**src/rtl/fetch_unit.sv**
```systemverilog
// Instruction fetch front end: 1-cycle synchronous memory, 2-entry decode queue, redirect flush.
// Optional halt detection (HALT_PEND/HALTED states, halted output) is enabled by defining FETCH_HALT_DETECT_EN.
module fetch_unit #(
  parameter int                     addr_width  = 9,
  parameter int                     instr_width = 9,
  parameter logic [addr_width-1:0]  start_addr  = '0,
  parameter logic [instr_width-1:0] halt_opcode = 9'h1FF
) (
  input  logic                   clk,
  input  logic                   rst_n,
  output logic [addr_width-1:0]  instr_pc,
  input  logic [instr_width-1:0] instr_in,
  input  logic                   branch_en,
  input  logic [addr_width-1:0]  branch_target,
  output logic                   instr_valid,
  output logic [instr_width-1:0] instr_out,
  output logic [addr_width-1:0]  instr_out_pc,
  input  logic                   dec_ready,
  output logic                   halted
);

  typedef enum logic [1:0] {RUN, HALT_PEND, HALTED} state_t;

  state_t                 state;
  logic [addr_width-1:0]  pc;
  logic                   req_valid_q;
  logic [addr_width-1:0]  req_pc_q;
  logic [1:0]             count;
  logic [instr_width-1:0] dat0, dat1;
  logic [addr_width-1:0]  pc0, pc1;

  logic       pop, push, halt_hit, issue;
  logic [2:0] occupancy;
  logic [1:0] wr_slot;

  assign instr_pc     = pc;
  assign instr_valid  = (count != 2'd0) && (state != HALTED);
  assign instr_out    = dat0;
  assign instr_out_pc = pc0;

  assign pop  = instr_valid & dec_ready;
  // Words returning outside RUN belong to requests behind a halt and are dropped.
  assign push = req_valid_q && (state == RUN);

`ifdef FETCH_HALT_DETECT_EN
  assign halt_hit = push && (instr_in == halt_opcode);
`else
  assign halt_hit = 1'b0;
`endif

  // Credit: queued words plus the one in flight must leave room after this cycle's pop.
  assign occupancy = {1'b0, count} + {2'b00, req_valid_q};
  assign issue     = (state == RUN) && !branch_en && !halt_hit &&
                     (occupancy < (3'd2 + {2'b00, pop}));
  assign wr_slot   = count - {1'b0, pop};

  always_ff @(posedge clk or negedge rst_n) begin
    if (!rst_n) begin
      state       <= RUN;
      pc          <= start_addr;
      req_valid_q <= 1'b0;
      req_pc_q    <= '0;
      count       <= 2'd0;
      dat0        <= '0;
      dat1        <= '0;
      pc0         <= '0;
      pc1         <= '0;
      halted      <= 1'b0;
    end else if (state == HALTED) begin
      req_valid_q <= 1'b0;
    end else if (branch_en) begin
      count       <= 2'd0;
      req_valid_q <= 1'b0;
      pc          <= branch_target;
      state       <= RUN;
    end else begin
      if (pop) begin
        dat0 <= dat1;
        pc0  <= pc1;
      end
      if (push) begin
        if (wr_slot == 2'd0) begin
          dat0 <= instr_in;
          pc0  <= req_pc_q;
        end else begin
          dat1 <= instr_in;
          pc1  <= req_pc_q;
        end
      end
      count <= count + {1'b0, push} - {1'b0, pop};

      req_valid_q <= issue;
      if (issue) begin
        req_pc_q <= pc;
        pc       <= pc + 1'b1;
      end

      // Once halted is pending nothing is pushed, so the halt word is the last entry.
      if (halt_hit) begin
        state <= HALT_PEND;
      end else if ((state == HALT_PEND) && pop && (count == 2'd1)) begin
        state  <= HALTED;
        halted <= 1'b1;
      end
    end
  end

endmodule
```
**config.mk**
```make
export PLATFORM = sky130hd
export DESIGN_NAME = fetch_unit
export DESIGN_NICKNAME = d
export VERILOG_FILES = /design/src/rtl/fetch_unit.sv
export SDC_FILE = /design/constraint.sdc
export NUM_CORES = 1
export LEC_CHECK = 0
export ABC_AREA = 1
export BUFFER_PORTS_ARGS = -buffer_cell sky130_fd_sc_hd__buf_2
export CAP_MARGIN = 0
export CORE_AREA = 2 2 78 80
export DETAILED_ROUTE_END_ITERATION = 10
export DIE_AREA = 0 0 80 82
export PLACE_DENSITY_LB_ADDON = 0.1
export RECOVER_POWER = 25
export SYNTH_ARGS = -nofsm -noshare
export SYNTH_HDL_FRONTEND = slang
export SYNTH_SLANG_ARGS = --single-unit
```
**constraint.sdc**
```tcl
create_clock -name clk -period 2.52 [get_ports clk]
set_input_delay 0.126 -clock clk [delete_from_list [all_inputs] [get_ports clk]]
set_output_delay 0.126 -clock clk [all_outputs]
set_load 0.02 [all_outputs]
```
==> summary.md <==
| Metric | Value |
|---|---|
| R2r endpoint | `instr_out[2]` |
| Seq cells post-synth | `58` |
| Hpwl dp | `4.80 mm` |
| Post-DP Area | `3330 sq um` |
| M2 GR Usage | `38.3%` |
| Max cap viols | `0` |
| Vias in the first global route | `2,603` |
| Max_slew headroom | `18.6%` |
| CP dominant cell by count | `nand2_1` |
| Sequential element share of the synthesized area | `47.0%` |
| Hold path depth | `3` |
| Die height | `82 um` |
| Routed WL | `6.89 mm` |
| Proportion of layout cells with a drive suffix above 1 | `17.4%` |
| Main flop type after synthesis | `dfrtp_1` |
| RR Startpoint | `state[1]` |
| CTS tree | `built` |
| First-pass GRT wire length | `11.9 mm` |
| Overall routing resource usage | `23.4%` |
| Largest net degree at the start of global routing | `37` |
| Critical Path AT | `2.28 ns` |
| Crit path max fanout | `20` |
| H-tree depth | `3` |
| Hold endpoint | `dat1[4]` |
| CTS clk-pin slew, worst paths | `0.07 ns` |
| Global route overflow | `0` |
| Async set or reset register ratio after synthesis | `100%` |
| Nets@finish | `477` |
| Final hold vios | `0` |
| Clk sinks | `58` |
| VDD IR max | `563 uV` |
| Setup crit end kind | `flip-flop` |
| Crit path time final | `2.02 ns` |
| Initial DRC Count | `161` |
| Crit-path cells | `inv_2 -> nand2_1 -> inv_1 -> nand3_1 -> nand2_1` |
| # rows | `28` |
| Mapped Area | `3090 sq um` |
| Post-Route Setup TNS | `0 ns` |
| DIE WIDTH | `80 um` |
| CTS Buffer Depth | `2` |
| Met3 Use GR | `4.84%` |
| Crit path kind | `reg -> reg` |
| Pre-antenna DRT Iters | `4` |
| Worst setup SP type | `flip-flop` |
| RSZ-0062 raised after global routing | `false` |
| Diodes inserted | `0` |
| Synth Warn # | `0` |
| I/O Buffers | `49` |
| Final Max Slew Viols | `0` |
| Status | `completed` |
| Starting density of the core | `53.7%` |
| Fmax | `495 MHz` |
| Final setup viols | `0` |
| DR vias | `2,701` |
| Max incr delay on CP | `0.65 ns` |
| Pwr Density | `1210 nW/um^2` |
| Wire length per cell | `13.0 um` |
| Met1 usage | `29.5%` |
| EDFF count, synth | `0` |
| Final Cycle Share | `80.2%` |
| Syn avg cell area | `7.66 sq um` |
| Via/cell ratio | `5.11` |
| Cells after Synth | `403` |
| Fin area | `3510 sq um` |
| Worst Clk Skew | `0.00737 ns` |
| Antenna viol nets, final | `0` |
| Worst Path Required | `2.78 ns` |
| Reg2Reg Setup Slack | `0.50 ns` |
| Synth-to-layout area growth | `13.9%` |
| Worst path slowest cell | `inv_1` |
| # DRC | `0` |
| Most Used Layer, Global Route | `met2` |
| R2R cell count | `5` |
| Die ar. | `6560 sq um` |
| Initial antenna violation count | `0` |
| Hold_sp | `instr_in[4]` |
| I/O pins | `51` |
| Clk root buf | `clkbuf_8` |
| Total core area | `5750 sq um` |
| Num CTS Buffers | `9` |
| Post-Syn Nets | `430` |
| Synth cell types | `23` |
| Worst-Skew Late Latency | `0.33 ns` |
| Leakage | `1.90 nW` |
| Slew @ Worst Pin | `1.22 ns` |
| Min-delay worst type | `in -> reg` |
| Routability cong. | `0.874` |
[final cells by class]
class	count	area (sq um)
Clock buffer	12	145
Fill cell	549	2230
Sequential cell	58	1450
Clock inverter	3	40.0
Tap cell	75	93.8
Timing Repair Buffer	54	278
Inverter	38	145
Multi-Input combinational cell	289	1360
[layer usage]
layer | up-vias | wire (um)
li1 | 1373 | -
met1 | 1256 | 3190
met2 | 58 | 3270
met3 | 14 | 279
met4 | 0 | 149
met5 | - | 0
[logic make-up (layout without fill, tap and decap cells)]
group,Yosys count,in the layout,synth area share (%)
AO/OA/AOI/OAI,37,37,6.04
AND/OR/NAND/NOR,244,244,35.3
buffers and inverters,56,107,8.88
flip-flops,58,58,47.0
adder cells (fa/ha/maj),5,5,2.03
XOR/XNOR,2,2,0.568
other,1,1,0.122
[layout by cell type (no fill, tap or decap)]
master and instances:
a21oi_1 3, buf_2 48, buf_4 2, bufinv_16 1, clkbuf_1 4, clkbuf_2 1
clkbuf_8 10, clkinv_2 2, conb_1 1, dfrtp_1 58, dlygate4sd3_1 1, ha_1 5
inv_1 34, inv_2 3, inv_4 1, nand2_1 151, nand2_2 1, nand2_4 7
nand3_1 73, nand4_4 1, nor2_1 9, nor2_2 1, nor2_4 1, o21ai_0 23
o21ai_1 10, o22ai_1 1, xnor2_1 2
[through the flow]
stage	setup WS [ns]	util (%)	instances	hold WS [ns]	total power, W
final	0.500	61.1	529	0.0468	0.00425
after global routing	0.245	61.1	529	0.0493	0.00464
after CTS	0.482	61.3	529	0.0400	0.00429
after detailed placement	0.509	57.9	513	0.0297	0.00346
after global placement	0.538	57.9	513	0.0281	0.00342
after floorplan	0.703	-	403	-0.170	0.00298
[critical path: cells and delay by family, from the launching register on]
kind	cells	cell delay (ns)
flip-flops	1	0.46
AND/OR/NAND/NOR	3	0.60
buffers and inverters	2	0.88
[power by group]
| part | switching, W | internal, W | total (W) |
|---|---|---|---|
| logic | 0.00118 | 0.000618 | 0.00180 |
| clock network | 0.000350 | 0.000475 | 0.000825 |
| registers | 0.000306 | 0.00132 | 0.00163 |
| total | 0.00184 | 0.00242 | 0.00425 |
[how the worst max path moves through the flow]
stage                   from           end  slack (ns)  depth (start not counted)
floorplan           state[1]      count[0]        0.70                          9
global placement    state[1]  instr_out[2]        0.54                          5
detailed placement  state[1]  instr_out[2]        0.51                          5
CTS                 state[1]  instr_out[2]        0.48                          5
global route           rst_n   instr_pc[3]        0.25                          3
finish              state[1]  instr_out[2]        0.50                          5
[state kept, by name, summed over array words and instances (netlist names)]
register      cells
dat1              9
instr_out         9
instr_out_pc      9
instr_pc          9
pc1               9
req_pc_q          9
count             2
req_valid_q       1
state             1
[synth_stat cells (2+ instances only)]
master / instances / share of area (%)
nand2_1: 151 / 18
o21ai_0: 23 / 3.7
nor2_1: 9 / 1.1
o21ai_1: 10 / 1.6
nand2_4: 7 / 2.6
buf_6: 6 / 2.2
a21oi_1: 3 / 0.49
buf_2: 7 / 1.1
inv_2: 3 / 0.36
nand3_1: 73 / 12
buf_4: 2 / 0.49
inv_1: 34 / 4.1
xnor2_1: 2 / 0.57
dfrtp_1: 58 / 47
clkbuf_1: 3 / 0.36
ha_1: 5 / 2.0
[timing repair]
action | CTS | global route
buffers inserted | 0 | 0
gates resized for setup | 0 | 0
hold endpoints to repair | 11 | 0
hold buffers | 1 | 0
No activity file was read; power rests on OpenSTA's default activity.
